===== src/rtl/prg_dma_loader.sv =====
// prg_dma_loader: copies a C64 PRG image from a byte-wide image store into
// C64 memory through DMA writes. It reads the 2-byte load address header,
// requests the bus, and writes each data byte on a phi2 high phase.
//
// Optional feature macro: PRG_LOADER_BASIC_PTR_EN
//   When defined, two more DMA writes follow the data bytes. They store the
//   end address into the BASIC pointer at $002D/$002E.
module prg_dma_loader #(
    parameter int IMAGE_AW = 13
) (
    input  logic                clk,
    input  logic                reset,
    input  logic                phi2,
    input  logic                BA,
    input  logic                start,
    input  logic [15:0]         image_len,
    output logic [IMAGE_AW-1:0] image_addr,
    input  logic [7:0]          image_data,
    output logic                DMA,
    output logic [15:0]         Ai,
    output logic [7:0]          Di,
    output logic                RW,
    output logic                busy,
    output logic                done,
    output logic                err,
    output logic [15:0]         end_addr
);

    typedef enum logic [3:0] {
        IDLE,
        HDR_LO,
        HDR_HI,
        BUSREQ,
        FETCH,
        WAIT_P2H,
        WRITE,
        NEXT,
`ifdef PRG_LOADER_BASIC_PTR_EN
        PTR_LO,
        PTR_HI,
`endif
        FINISH
    } state_t;

    state_t      state;
    logic        phi2_q;
    logic        rd_phase;
    logic [15:0] len_q;
    logic [15:0] load_addr;
    logic [15:0] n;
    logic [7:0]  byte_buf;
`ifdef PRG_LOADER_BASIC_PTR_EN
    logic        ptr_wr;
`endif

    logic        phi2_rise;
    logic        phi2_fall;
    logic [15:0] n_next;
    logic        more_data;
    logic [15:0] end_calc;

    // phi2 edge detection, next-byte bookkeeping and the end address.
    // All of this arithmetic wraps modulo 2^16, as the C64 address space does.
    always_comb begin
        phi2_rise = phi2 & ~phi2_q;
        phi2_fall = ~phi2 & phi2_q;
        n_next    = n + 16'd1;
        more_data = (({1'b0, n_next} + 17'd2) < {1'b0, len_q});
        end_calc  = load_addr + len_q - 16'd2;
    end

    // Previous phi2 sample. It has no reset, because it only ever mirrors the
    // live input one clk later.
    always_ff @(posedge clk) begin
        phi2_q <= phi2;
    end

    // Main loader FSM. Each image read presents image_addr on entry to a read
    // state, and then captures image_data on the second clk of that state.
    always_ff @(posedge clk) begin
        if (reset) begin
            state      <= IDLE;
            rd_phase   <= 1'b0;
            len_q      <= 16'd0;
            load_addr  <= 16'd0;
            n          <= 16'd0;
            byte_buf   <= 8'd0;
            image_addr <= '0;
            DMA        <= 1'b0;
            Ai         <= 16'd0;
            Di         <= 8'd0;
            RW         <= 1'b1;
            busy       <= 1'b0;
            done       <= 1'b0;
            err        <= 1'b0;
            end_addr   <= 16'd0;
`ifdef PRG_LOADER_BASIC_PTR_EN
            ptr_wr     <= 1'b0;
`endif
        end else begin
            done <= 1'b0;
            case (state)
                IDLE: begin
                    if (start && !busy) begin
                        len_q <= image_len;
                        if (image_len < 16'd2) begin
                            err  <= 1'b1;
                            done <= 1'b1;
                        end else begin
                            err        <= 1'b0;
                            busy       <= 1'b1;
                            image_addr <= '0;
                            rd_phase   <= 1'b0;
                            state      <= HDR_LO;
                        end
                    end
                end

                HDR_LO: begin
                    if (!rd_phase) begin
                        rd_phase <= 1'b1;
                    end else begin
                        load_addr[7:0] <= image_data;
                        image_addr     <= IMAGE_AW'(16'd1);
                        rd_phase       <= 1'b0;
                        state          <= HDR_HI;
                    end
                end

                HDR_HI: begin
                    if (!rd_phase) begin
                        rd_phase <= 1'b1;
                    end else begin
                        load_addr[15:8] <= image_data;
                        rd_phase        <= 1'b0;
`ifdef PRG_LOADER_BASIC_PTR_EN
                        DMA   <= 1'b1;
                        state <= BUSREQ;
`else
                        if (len_q == 16'd2) begin
                            state <= FINISH;
                        end else begin
                            DMA   <= 1'b1;
                            state <= BUSREQ;
                        end
`endif
                    end
                end

                BUSREQ: begin
                    if (BA) begin
`ifdef PRG_LOADER_BASIC_PTR_EN
                        if (len_q == 16'd2) begin
                            ptr_wr <= 1'b0;
                            state  <= PTR_LO;
                        end else begin
                            n          <= 16'd0;
                            image_addr <= IMAGE_AW'(16'd2);
                            rd_phase   <= 1'b0;
                            state      <= FETCH;
                        end
`else
                        n          <= 16'd0;
                        image_addr <= IMAGE_AW'(16'd2);
                        rd_phase   <= 1'b0;
                        state      <= FETCH;
`endif
                    end
                end

                FETCH: begin
                    if (!rd_phase) begin
                        rd_phase <= 1'b1;
                    end else begin
                        byte_buf <= image_data;
                        rd_phase <= 1'b0;
                        state    <= WAIT_P2H;
                    end
                end

                WAIT_P2H: begin
                    if (phi2_rise && BA) begin
                        Ai    <= load_addr + n;
                        Di    <= byte_buf;
                        RW    <= 1'b0;
                        state <= WRITE;
                    end else begin
                        RW <= 1'b1;
                    end
                end

                WRITE: begin
                    if (phi2_fall) begin
                        RW    <= 1'b1;
                        state <= NEXT;
                    end
                end

                NEXT: begin
                    n <= n_next;
                    if (more_data) begin
                        image_addr <= IMAGE_AW'(n_next + 16'd2);
                        rd_phase   <= 1'b0;
                        state      <= FETCH;
                    end else begin
`ifdef PRG_LOADER_BASIC_PTR_EN
                        ptr_wr <= 1'b0;
                        state  <= PTR_LO;
`else
                        state  <= FINISH;
`endif
                    end
                end

`ifdef PRG_LOADER_BASIC_PTR_EN
                PTR_LO: begin
                    if (!ptr_wr) begin
                        if (phi2_rise && BA) begin
                            Ai     <= 16'h002D;
                            Di     <= end_calc[7:0];
                            RW     <= 1'b0;
                            ptr_wr <= 1'b1;
                        end
                    end else if (phi2_fall) begin
                        RW     <= 1'b1;
                        ptr_wr <= 1'b0;
                        state  <= PTR_HI;
                    end
                end

                PTR_HI: begin
                    if (!ptr_wr) begin
                        if (phi2_rise && BA) begin
                            Ai     <= 16'h002E;
                            Di     <= end_calc[15:8];
                            RW     <= 1'b0;
                            ptr_wr <= 1'b1;
                        end
                    end else if (phi2_fall) begin
                        RW     <= 1'b1;
                        ptr_wr <= 1'b0;
                        state  <= FINISH;
                    end
                end
`endif

                FINISH: begin
                    DMA      <= 1'b0;
                    RW       <= 1'b1;
                    busy     <= 1'b0;
                    done     <= 1'b1;
                    end_addr <= end_calc;
                    state    <= IDLE;
                end

                default: begin
                    state <= IDLE;
                end
            endcase
        end
    end

endmodule


===== config.mk =====
export PLATFORM = sky130hd
export DESIGN_NAME = prg_dma_loader
export DESIGN_NICKNAME = d
export VERILOG_FILES = /design/src/rtl/prg_dma_loader.sv
export SDC_FILE = /design/constraint.sdc
export NUM_CORES = 1
export LEC_CHECK = 0
export ABC_CLOCK_PERIOD_IN_PS = 4000
export BUFFER_PORTS_ARGS = -buffer_cell sky130_fd_sc_hd__buf_2
export CAP_MARGIN = 15
export CORE_MARGIN = 4
export CORE_UTILIZATION = 55
export DETAILED_ROUTE_END_ITERATION = 8
export GPL_TIMING_DRIVEN = 0
export PLACE_DENSITY_LB_ADDON = 0.12
export SYNTH_ARGS = -nofsm -noshare
export SYNTH_HDL_FRONTEND = slang
export SYNTH_SLANG_ARGS = --single-unit

===== constraint.sdc =====
create_clock -name clk -period 4 [get_ports clk]
set_clock_uncertainty 0.1 [all_clocks]
set_input_delay 0.8 -clock clk [delete_from_list [all_inputs] [get_ports clk]]
set_output_delay 0.8 -clock clk [all_outputs]
set_load 0.01 [all_outputs]

**Yosys cells after proc, flatten, opt, wreduce, memory -nomap -nowiden**

Cells that the tools add are included.
W data, S select, Z words.

- Bitwise gates (word level): 4
- Muxes and demuxes: 37
- Order comparisons: 2
- Eq/ne operators: 19
- Reductions and logical operators: 23
- Add/subtract/negate cells: 6

Operators with widths:

| kind | number |
|---|---|
| $mux W13 | 5 |
| $pmux W13 S4 | 1 |
| $mux W4 | 10 |
| $add A16 B16 Y16 | 2 |
| $pmux W16 S2 | 1 |
| $pmux W4 S8 | 1 |
| $ne A2 B2 Y1 const B | 10 |
| $add A16 B2 Y17 const B | 1 |
| $lt A17 B16 Y1 | 1 |
| $add A16 B1 Y16 const B | 1 |
| $eq A16 B2 Y1 const B | 1 |
| $eq A4 B3 Y1 const B | 4 |
| $lt A16 B2 Y1 const B | 1 |
| $mux W16 | 1 |
| $sub A16 B2 Y16 const B | 1 |
| $reduce_and A2 Y1 | 7 |
| $add A13 B2 Y13 const B | 1 |
| $mux W1 | 13 |
| $eq A4 B2 Y1 const B | 2 |
| $reduce_and A8 Y1 | 1 |
| $reduce_bool A4 Y1 | 2 |
| $pmux W1 S2 | 3 |
| $reduce_and A3 Y1 | 2 |
| $reduce_and A6 Y1 | 1 |
| other kinds (13) | 18 |

- Logic and storage cells: 108
- Bits in registers: 120
- Input port bits: 29
- Output and inout port bits: 58

**Depth between registers and ports, before layout**

- Depth after elaboration: 5
- Mapped depth: 20
- Mapped depth without buffers: 18

**Worst setup path after synthesis**

OpenSTA, ideal clock, no wires.

- Kind: reg-to-reg
- From: register n[0]
- To: register image_addr[1]
- Setup time: 0.123 ns
- Clock period less this slack: 3.592 ns
- Data arrival time: 3.369 ns
- Path buffers: 0
- Slack: 0.408 ns
- Cell stages (with the launch flop): 19
- Data required time: 3.777 ns
- Cell sequence: dfxtp_1 ha_1 nand2_2 nor4_2 xnor2_1 nor2_1 and4bb_1 nand2b_1 nor2_1 xnor2_1 ha_1 a211o_1 a21oi_1 o21ai_0 a21oi_1 a21oi_1 o21ai_2 nand3_4 mux2_1

- Longest elaborated chain between the ends: 5
- Elaborated cells on any way between the ends: 8
- Those cells by class: add/sub (3); order compare (1); eq/ne (1); mux (2); reduce/logical (1)

Ends and longest elaborated chain:

| what | line | RTL |
|---|---|---|
| start: declaration | 50 | `logic [15:0] n;` |
| start signal: assignment | 200 | `n <= n_next;` |
| $add A16 B1 Y16 (*) | 67 | `n_next = n + 16'd1;` |
| $add A16 B2 Y17 | 68 | `more_data = (({1'b0, n_next} + 17'd2) < {1'b0, len_q});` |
| $lt A17 B16 Y1 | 68 |  |
| $ne A2 B2 Y1 (no line) | - |  |
| $reduce_and A6 Y1 (no line) | - |  |
| end signal: assignment | 124 | `image_addr <= IMAGE_AW'(16'd1);` |
| end signal: assignment | 164 | `image_addr <= IMAGE_AW'(16'd2);` |
| end signal: assignment | 202 | `image_addr <= IMAGE_AW'(n_next + 16'd2);` |
| end: declaration | 17 | `output logic [IMAGE_AW-1:0] image_addr,` |

Mark *: on every way between the ends. The rest lies on a longest branch, timed or not. The select of a mux whose other input is x is not followed.
A chain may end at the register's enable or synchronous reset.

**Final worst setup path**

Ends and elaborated chain as after synthesis.

==> impl_metrics.toml <==
[synth]
synth_ff_type = "dfxtp_1"
ys_ff_latch = 120
synth_warnings = 0
avgSynthCellArea_sq_um = 7.90
yosysTopAreaCell = "dfxtp_1"
synthTopCellsByCount = "nand2_1, dfxtp_1, a21oi_1"
synth_cells = 951
synthMuxAreaShare = 0.0495
syn_nets = 1043
synthAdderAreaFrac = 0.107
ys_types = 72
syn_area_sq_um = 7510
async_reset_ff_frac = 0
synth_area_leaders = "dfxtp_1, ha_1, nand2_1"
yosysMostFrequentCell = "nand2_1"
synth.yosys.seq_area_share = 0.320
synth-edff-count = 0
synth_xor_area_frac = 0.0583
synth_top_area_share = 0.320
synth-compound-area-share = 0.165
synth-simple-area-share = 0.238
synth_top_family_by_area = "simple AND/OR/NAND/NOR gates"

[drt]
ant_nets = 0
vias = 7079
drc = 0
vias_per_cell = 5.67
wire_per_inst_microns = 17.4
wl_microns = 21800
first_iter_violations = 673
firstDrtPassIters = 5

[power]
power_density_nw_per_um2 = 505
p_leak_nw = 3.83
vdd_drop_max_uv = 329

[setup_path]
worstPathMaxFanout = 9
start_kind = "flop"
cp_cell_sequence = "ha_4 -> and2_2 -> nor4_4 -> a311oi_2 -> a211oi_2 -> and2_4 -> nand2_1 -> xnor2_1 -> ha_1 -> a211o_1 -> a21oi_1 -> o21ai_0 -> a21oi_1 -> a21oi_1 -> o21ai_2 -> nand3_4 -> mux2_1"
path_class = "flop to flop"
crit_path_end_kind = "flop"
arrival_ns = 4.04
critical-path-max-stage-delay_ns = 0.38
crit_slowest_cell = "dfxtp_4"
critical_path.top_delay_family = "compound AO/OA/AOI/OAI gates"
r2r_start = "n[0]$_SDFFE_PP0P_"
r2r_end = "image_addr[1]$_SDFFE_PP0P_"
critPathMostFrequentCell = "a21oi_1"
reg2reg_slack_ns = 0.17
worst-path-stages = 17
crit_required_ns = 4.20
critPathBufInv = 0
r2r_cells = 17

[placement]
place_congestion = 0.915
port_buffers = 85
place_hpwl_microns = 16300
dp_slack_ns = -0.246
dpl-instance-area_sq_um = 8160

[clocking]
cts.path.max_buffers = 2
htree_levels = 4
cts_tree = "yes"
cts.clk_slew.worst_paths_ns = 0.06
cts_root_buf = "clkbuf_16"
insertion_delay_ns = 0.42
numCtsBuffers = 17
hold_buffers = 0
clock-sinks = 120

[floorplan]
dieArea_sq_um = 15600
num_io_pins = 87
fp.dieH_microns = 125
dieWidth_microns = 125
rows = 42
start_util = 0.565
core-area_sq_um = 13300

[global_routing]
grt_max_degree = 17
antenna_found_initial = 0
grt_usage = 0.273
grt_pass1_wl_microns = 34400
grt_pass1_vias = 6493
overflow = 0

[sta]
relSlewSlack = 0.376
fmax_mhz = 261
setup_slack_ns = 0.166
hold_violations = 0
fin_crit_sh = 0.959
slew_violations = 0
layout_min_cycle_time_ns = 3.83
setup_violations = 0
worst_pin_slew_ns = 0.932

[worst_hold_path]
hp-class = "flop to flop"
worstHoldStart = "end_addr[13]$_SDFFE_PP0P_"
hold-path-endpoint = "end_addr[13]$_SDFFE_PP0P_"
worst_hold_path.num_cells = 2

[layout]
drive_gt1_frac = 0.163
nets = 1151
final_cell_area_sq_um = 8920
ff_latch_area_sq_um = 2410
n_fill_cell = 1126
multiInputGateArea_sq_um = 4760
syn2layout_area_growth_pct = 18.7
n_antenna_cell = 0

[run]
maxCapViolCount = 0

[outcome]
status = "finished clean"
-- stage by stage --
| stage | setup TNS [ns] | std cells | hold WS, ns | power (mW) | util |
|---|---|---|---|---|---|
| 5_1_grt | -0.113 | 1248 | 0.358 | 4.74 | 0.671 |
| 3_5_place_dp | -2.49 | 1212 | 0.342 | 2.99 | 0.613 |
| 2_1_floorplan | 0 | 951 | 0.332 | 2.65 | - |
| 6_report | 0 | 1248 | 0.346 | 4.50 | 0.671 |
| 3_3_place_gp | -2.46 | 1212 | 0.336 | 2.98 | 0.613 |
| 4_1_cts | 0 | 1244 | 0.348 | 4.50 | 0.659 |
-- how the worst max path moves through the flow --
stage,start,end,slack [ns]
after floorplan,n[0]$_SDFFE_PP0P_,image_addr[1]$_SDFFE_PP0P_,0.41
after global placement,n[0]$_SDFFE_PP0P_,image_addr[1]$_SDFFE_PP0P_,-0.24
after detailed placement,n[0]$_SDFFE_PP0P_,image_addr[1]$_SDFFE_PP0P_,-0.25
after CTS,n[1]$_SDFFE_PP0P_,image_addr[1]$_SDFFE_PP0P_,0.02
after global routing,n[0]$_SDFFE_PP0P_,image_addr[8]$_SDFFE_PP0P_,-0.03
final,n[0]$_SDFFE_PP0P_,image_addr[1]$_SDFFE_PP0P_,0.17
-- routing by layer --
layer | vias up | wire (microns) | part of all wire | global-route usage
met5 | - | 0 | 0 | 0
met4 | 0 | 457 | 0.021 | 0.0740
met3 | 42 | 1450 | 0.067 | 0.0502
met2 | 278 | 10200 | 0.47 | 0.447
met1 | 3261 | 9670 | 0.44 | 0.373
li1 | 3498 | - | - | -
-- cells by family after synthesis --
kind of cell / Yosys count
muxes: 37
buffers and inverters: 116
xor gates and xnor gates: 50
adders and majority gates: 63
AOI/OAI and AO/OA: 195
DFF: 120
and+or+nand+nor: 370
-- flip-flops by register name, indices dropped and copies added (netlist names), 4 cells and up --
name and flops:
load_addr 16, n 16, byte_buf 8, end_addr 16, state 4, image_addr 13
Ai 16, Di 8, len_q 16
-- repair_timing --
| action | CTS | global route |
|---|---|---|
| gates cloned | 0 | 0 |
| gates resized for setup | 5 | 35 |
| buffers inserted | 0 | 4 |
| pin swaps | 0 | 6 |
| setup endpoints to repair | 13 | 14 |
-- worst reg2reg max path: cells and delay by family (launching register included) --
family / cells / cell delay (ns)
simple gates: 5 / 0.96
xor+xnor: 1 / 0.16
fa+ha+maj: 2 / 0.46
compound gates: 8 / 1.35
mux: 1 / 0.33
flops: 1 / 0.38
-- power breakdown --
part	internal [mW]	switching, mW	leakage, nW
clock network	0.910	0.589	0.280
logic	0.715	0.937	2.58
registers	1.27	0.0771	0.973
-- layout by cell type (no fill, tap or decap), types with 8 or more instances in the layout --
cell       instances
nand2_1          141
dfxtp_1          115
a21oi_1           95
buf_2             89
nor2_1            86
inv_1             68
ha_1              59
xnor2_1           39
mux2i_1           36
clkbuf_1          33
o21ai_0           26
nand2b_1          21
nor3_1            18
nand3_1           18
clkbuf_16         17
a21o_1            14
buf_4             11
xor2_1             9
or3_1              9
nand3b_1           8
nand4_1            8
a211oi_1           8
nor4_1             8
-- final cells by class --
type / count / area share
Multi-Input combinational cell: 715 / 0.534
Sequential cell: 120 / 0.270
Clock buffer: 20 / 0.0523
Timing Repair Buffer: 89 / 0.0511
Inverter: 68 / 0.0286
Buffer: 48 / 0.0258
Tap cell: 176 / 0.0247
Clock inverter: 12 / 0.0129
(Power assumes the default switching activity.)
